--- src/rtl/mem_ctrl_pkg.sv ---
// Shared constants for the byte-serial memory controller: bus widths,
// data_len encodings, the IO address decode and small byte helpers.
package mem_ctrl_pkg;

  localparam int AddrLen = 32;
  localparam int InstLen = 32;

  localparam logic [InstLen-1:0] ZERO_WORD = {InstLen{1'b0}};

  // data_len encodings; 2'b11 is served as a word
  localparam logic [1:0] LenByte = 2'b00;
  localparam logic [1:0] LenHalf = 2'b01;
  localparam logic [1:0] LenWord = 2'b10;

  // address bits [17:16] equal to this select the IO space
  localparam logic [1:0] IoSel = 2'b11;

  // Number of bytes moved for a given data_len code.
  function automatic logic [2:0] len_bytes(input logic [1:0] len);
    case (len)
      LenByte: len_bytes = 3'd1;
      LenHalf: len_bytes = 3'd2;
      LenWord: len_bytes = 3'd4;
      default: len_bytes = 3'd4;
    endcase
  endfunction

  // True when the access targets the IO space.
  function automatic logic is_io(input logic [AddrLen-1:0] addr);
    is_io = (addr[17:16] == IoSel);
  endfunction

  // Byte k of a little-endian word.
  function automatic logic [7:0] byte_of(input logic [InstLen-1:0] word,
                                         input logic [1:0] k);
    byte_of = word[{k, 3'b000} +: 8];
  endfunction

endpackage

--- src/rtl/mem_ctrl.sv ---
// Byte-serial memory controller: arbitrates instruction fetches and data
// loads/stores onto the 8-bit RAM/IO bus and sequences them byte by byte.
// Read byte k is addressed at edge t(k) and captured at t(k+2); the step
// counter therefore runs one edge behind the issue side on reads.
module mem_ctrl
  import mem_ctrl_pkg::*;
(
  input  logic               clk,
  input  logic               rst,
  input  logic               inst_needed,
  input  logic [AddrLen-1:0] inst_addr,
  output logic [InstLen-1:0] inst_data,
  output logic               inst_rdy,
  output logic               inst_busy,
  input  logic               data_needed,
  input  logic               data_wr,
  input  logic [AddrLen-1:0] data_addr,
  input  logic [1:0]         data_len,
  input  logic [InstLen-1:0] data_wdata,
  output logic [InstLen-1:0] data_rdata,
  output logic               data_rdy,
  output logic               data_busy,
  input  logic               io_buffer_full,
  input  logic [7:0]         mem_din,
  output logic [7:0]         mem_dout,
  output logic [AddrLen-1:0] mem_a,
  output logic               mem_wr
);

  typedef enum logic [1:0] {
    IDLE    = 2'b00,
    INST_RD = 2'b01,
    DATA_RD = 2'b10,
    DATA_WR = 2'b11
  } state_t;

  state_t             state;
  logic [2:0]         step;
  logic [2:0]         n;
  logic [AddrLen-1:0] base;
  logic [InstLen-1:0] wbuf;
  logic [InstLen-1:0] rbuf;
  logic               busy;

  logic [2:0]         cap_full;
  logic [1:0]         cap_idx;
  logic [InstLen-1:0] merged;
  logic [AddrLen-1:0] rd_addr;
  logic [AddrLen-1:0] wr_addr;
  logic               wr_stall;
  logic               acc_stall;

  assign inst_busy = busy;
  assign data_busy = busy;

  // Byte being captured this edge, the read word with it merged in, and next bus addresses
  always_comb begin
    cap_full  = step - 3'd1;
    cap_idx   = cap_full[1:0];
    merged    = rbuf;
    merged[{cap_idx, 3'b000} +: 8] = mem_din;
    rd_addr   = base + AddrLen'(step + 3'd1);
    wr_addr   = base + AddrLen'(step);
    wr_stall  = is_io(base) && io_buffer_full;
    acc_stall = is_io(data_addr) && io_buffer_full;
  end

  // Controller FSM: acceptance, byte sequencing, read assembly and completion pulses
  always_ff @(posedge clk or negedge rst) begin
    if (!rst) begin
      state      <= IDLE;
      step       <= 3'd0;
      n          <= 3'd0;
      base       <= {AddrLen{1'b0}};
      wbuf       <= ZERO_WORD;
      rbuf       <= ZERO_WORD;
      busy       <= 1'b0;
      inst_data  <= ZERO_WORD;
      inst_rdy   <= 1'b0;
      data_rdata <= ZERO_WORD;
      data_rdy   <= 1'b0;
      mem_a      <= {AddrLen{1'b0}};
      mem_dout   <= 8'h00;
      mem_wr     <= 1'b0;
    end else begin
      case (state)
        IDLE: begin
          inst_rdy <= 1'b0;
          data_rdy <= 1'b0;
          mem_wr   <= 1'b0;
          mem_dout <= 8'h00;
          step     <= 3'd0;
          if (data_needed) begin
            // data side wins: the MEM-stage instruction is older
            base   <= data_addr;
            n      <= len_bytes(data_len);
            wbuf   <= data_wdata;
            rbuf   <= ZERO_WORD;
            busy   <= 1'b1;
            mem_a  <= data_addr;
            if (data_wr) begin
              state    <= DATA_WR;
              mem_dout <= data_wdata[7:0];
              if (acc_stall) begin
                mem_wr <= 1'b0;
              end else begin
                mem_wr <= 1'b1;
                step   <= 3'd1;
              end
            end else begin
              state <= DATA_RD;
            end
          end else if (inst_needed) begin
            base  <= inst_addr;
            n     <= 3'd4;
            rbuf  <= ZERO_WORD;
            busy  <= 1'b1;
            mem_a <= inst_addr;
            state <= INST_RD;
          end else begin
            busy <= 1'b0;
          end
        end
        INST_RD, DATA_RD: begin
          if (step == n) begin
            state <= IDLE;
            busy  <= 1'b0;
            step  <= 3'd0;
            if (state == INST_RD) begin
              inst_data <= merged;
              inst_rdy  <= 1'b1;
            end else begin
              data_rdata <= merged;
              data_rdy   <= 1'b1;
            end
          end else begin
            if ((step + 3'd1) < n) begin
              mem_a <= rd_addr;
            end
            if (step != 3'd0) begin
              rbuf <= merged;
            end
            step <= step + 3'd1;
          end
        end
        DATA_WR: begin
          if (step == n) begin
            state    <= IDLE;
            busy     <= 1'b0;
            step     <= 3'd0;
            mem_wr   <= 1'b0;
            mem_dout <= 8'h00;
            data_rdy <= 1'b1;
          end else begin
            mem_a    <= wr_addr;
            mem_dout <= byte_of(wbuf, step[1:0]);
            if (wr_stall) begin
              // UART full: hold this byte and retry next edge
              mem_wr <= 1'b0;
            end else begin
              mem_wr <= 1'b1;
              step   <= step + 3'd1;
            end
          end
        end
        default: begin
          state <= IDLE;
          busy  <= 1'b0;
          step  <= 3'd0;
        end
      endcase
    end
  end

endmodule

--- config.mk ---
export PLATFORM = sky130hd
export DESIGN_NAME = mem_ctrl
export DESIGN_NICKNAME = d
export VERILOG_FILES = /design/src/rtl/mem_ctrl_pkg.sv /design/src/rtl/mem_ctrl.sv
export SDC_FILE = /design/constraint.sdc
export NUM_CORES = 1
export LEC_CHECK = 0
export ABC_AREA = 1
export BUFFER_PORTS_ARGS = -buffer_cell sky130_fd_sc_hd__clkbuf_2
export CAP_MARGIN = 10
export CELL_PAD_IN_SITES_DETAIL_PLACEMENT = 1
export CELL_PAD_IN_SITES_GLOBAL_PLACEMENT = 1
export CORE_ASPECT_RATIO = 2
export CORE_MARGIN = 2
export CORE_UTILIZATION = 43
export DETAILED_ROUTE_END_ITERATION = 10
export PLACE_DENSITY_LB_ADDON = 0.2
export REMOVE_ABC_BUFFERS = 1
export SETUP_SLACK_MARGIN = 0.5
export SYNTH_ARGS = -nofsm -noshare
export SYNTH_HDL_FRONTEND = slang
export SYNTH_SLANG_ARGS = --single-unit
--- constraint.sdc ---
create_clock -name clk -period 8.5 [get_ports clk]
set_clock_uncertainty 0.15 [all_clocks]
set_input_delay 1.275 -clock clk [delete_from_list [all_inputs] [get_ports clk]]
set_output_delay 1.275 -clock clk [all_outputs]
set_load 0.02 [all_outputs]
==> flow_summary_export.csv <==
group,metric,value,unit
detailed_routing,wire_per_inst,19.2,um
min_path,min_from,"mem_a[6]",
critical_path,cp.arrival,4.25,ns
grt,grt_pass1_wl,66200,um
critical_path,critPathBufInv,2,
cts,h-tree-depth,1,
detailed_routing,dr_wl_met3,1330,um
pwr,sequentialPowerShare,0.318,
pwr,leakagePower,7.04,nW
cts,cts_hold_buf,0,
detailed_routing,drt_iter0_drc,566,
detailed_routing,drc,0,
timing,finalHoldViolations,0,
run_status,status,"completed",
logic_synthesis,syn_avg_cell_area,7.15,um^2
timing,whs,0.329,ns
cells_and_area,fillers,3597,
min_path,hp-class,"reg -> reg",
die,core_area,0.0269,mm^2
min_path,holdPathEnd,"mem_a[6]",
pwr,powerDensity,423,mW/mm^2
detailed_routing,wl_met2,23600,um
critical_path,cp_cell_sequence,"inv_1 -> ha_1 -> ha_1 -> nand2_1 -> o21ai_0 -> nand2_1 -> nand4_1 -> buf_4 -> nor2_1 -> nand2_1 -> nand2_1",
timing,period_minus_slack,4.01,ns
critical_path,crit_family,"buffers and inverters",
grt,grtUsageTotal,0.294,
timing,finalCritPeriodShare,0.472,
cells_and_area,design_area,0.0137,mm^2
timing,relSlewSlack,0.228,
cts,clock-sinks,212,
critical_path,worstSetupStartpointType,"register",
cts,clock_latency,0.52,ns
critical_path,r2r_cells,11,
detailed_routing,drt-total-wl,41700,um
critical_path,cp_max_fo,47,
timing,setup_viol,0,
logic_synthesis,yosysUniqueCellTypes,41,
placement,dpl_cell_area,0.0130,mm^2
placement,place.gp.congestion,0.973,
detailed_routing,vias,11834,
placement,dp_hpwl,29700,um
critical_path,r2r-end,"mem_a[24]",
die,die-area,0.0287,mm^2
cells_and_area,final_cell_mix,"nand2_1 (621), clkbuf_2 (219), dfrtp_1 (212)",
pwr,power,5.79,mW
pwr,p_switching,2.91,mW
logic_synthesis,synth_seq_cells,212,
critical_path,worstPathRequired,8.75,ns
critical_path,rr_startpoint,"step[0]",
detailed_routing,top_layer_used,"met4",
placement,place_worst_setup_slack,4.39,ns
cts,numCtsBuffers,20,
pwr,combPwrFrac,0.515,
cts,clk_pin_slew,0.07,ns
placement,portBuffers,220,
pwr,clock_power_share,0.167,
critical_path,rrSetupSlack,4.49,ns
timing,worst_pin_slew,1.16,ns
cells_and_area,area_growth,16.8,%
cts,cts.repair_timing.setup_buffer_count,0,
cells_and_area,fin_nets,1945,
timing,max_freq,249,MHz
grt,grt_overflow,0,
cts,cts_tree,"built",
detailed_routing,wl_met1,14400,um
cts,root_buffer,"clkbuf_16",
logic_synthesis,yosysSeqAreaShare,0.453,
logic_synthesis,yosysWarnings,0,
critical_path,slowest_stage,"dfrtp_1",
die,io_pins,221,
timing,rsz0062_at_grt,"no",
cells_and_area,mostFrequentLayoutCell,"nand2_1",
detailed_routing,vias_per_cell,5.44,
detailed_routing,first_pass_iters,5,
cells_and_area,drive_above_1_share,0.162,
die,dieHeight,237,um
timing,slew_violations,0,
logic_synthesis,syn_area,0.0117,mm^2
pwr,p_int,2.88,mW
critical_path,end_kind,"register",
logic_synthesis,syn_inst,1639,
die,start_util,0.435,
pwr,peakVddDrop,0.259,mV
timing,fin_tns_setup,0,ns
timing,worst_slack,4.49,ns
grt,grt_pass1_vias,12894,
die,rows,85,
die,die_w,121,um
grt,antenna_found_initial,1,
grt,grt_max_degree,118,
critical_path,cp_common_cell,"nand2_1",
cts,cts_resized,0,
critical_path,cp_slowest_stage_delay,1.06,ns
critical_path,crit_type,"reg -> reg",
cts,cts.path.max_buffers,3,
min_path,holdPathStages,2,
pwr,netSwitchingFraction,0.502,
flow_run,maxCapViolations,0,
detailed_routing,ant_nets,0,
-- worst register-to-register path: stages, from the launching register on --
cell,delay (ns)
dfrtp_1,1.06
inv_1,0.67
ha_1,0.56
ha_1,0.31
nand2_1,0.04
o21ai_0,0.14
nand2_1,0.09
nand4_1,0.13
buf_4,0.47
nor2_1,0.14
nand2_1,0.08
nand2_1,0.05
-- state kept, by name (all words and copies together) (netlist names) --
signal,cells
base,32
data_busy,1
data_rdata,32
data_rdy,1
inst_data,32
inst_rdy,1
mem_a,32
mem_dout,8
mem_wr,1
n,3
rbuf,32
state,2
step,3
wbuf,32
-- area by class of cell --
class,instances,area [um^2],area share
sequential,212,5310,0.388
timing repair buffer,232,1210,0.0887
clock buffer,29,606,0.0443
antenna,1,2.50,0.000183
inverter,132,495,0.0362
clock inverter,7,93.8,0.00686
multi-input combinational,1216,5530,0.404
tap,348,435,0.0318
-- cells in the mapped netlist (all sizes together) --
library cell,count,area [um^2]
clkbuf,49,209
o21ai,163,846
dfrtp,212,5310
o31ai,1,7.51
xor2,1,8.76
fa,2,40.0
nand4,6,37.5
a21oi,35,179
buf,30,186
and2,1,6.26
nand2,628,2380
nand3,186,941
o22ai,33,206
nor2,126,522
xnor2,2,17.5
clkinv,2,7.51
o32ai,1,8.76
o211ai,7,52.6
a31oi,4,25.0
inv,130,488
mux2i,1,10.0
nor3,2,15.0
ha,17,213
-- power groups by stage --
| stage | registers, mW | clock network (mW) | logic (mW) |
|---|---|---|---|
| 2_1_floorplan | 2.02 | 0 | 1.64 |
| 5_1_grt | 1.89 | 1.02 | 3.33 |
| 3_3_place_gp | 1.83 | 0 | 2.86 |
| 4_1_cts | 1.84 | 0.990 | 2.98 |
| 6_report | 1.84 | 0.970 | 2.98 |
| 3_5_place_dp | 1.84 | 0 | 2.95 |
-- metrics by stage --
step	util	std cells
after floorplan	-	1560
after global placement	0.482	2139
after detailed placement	0.482	2139
after CTS	0.508	2175
after global routing	0.509	2177
final	0.509	2177
-- worst max-delay path by stage --
stage / from / to / slack (ns) / depth (start not counted)
after floorplan: data_needed / n[0] / 4.60 / 5
after global placement: data_needed / wbuf[30] / 4.48 / 6
after detailed placement: data_needed / wbuf[31] / 4.39 / 6
after CTS: step[0] / rbuf[9] / 4.37 / 7
after global routing: step[0] / mem_a[30] / 4.13 / 11
final: step[0] / mem_a[24] / 4.49 / 11
-- layer usage --
metal / vias up / global-route usage
met4: 0 / 0.165
met2: 289 / 0.577
met3: 112 / 0.0293
met1: 5841 / 0.290
met5: - / 0
li1: 5592 / -
-- cell families after synthesis --
kind of cell / share of synthesized area
buffers and inverters: 0.0760
flip-flops: 0.453
AO/OA/AOI/OAI: 0.113
AND/OR/NAND/NOR: 0.333
multiplexers: 0.000854
XOR/XNOR: 0.00224
adder cells (fa/ha/maj): 0.0216
No activity file was read; power rests on OpenSTA's default activity.
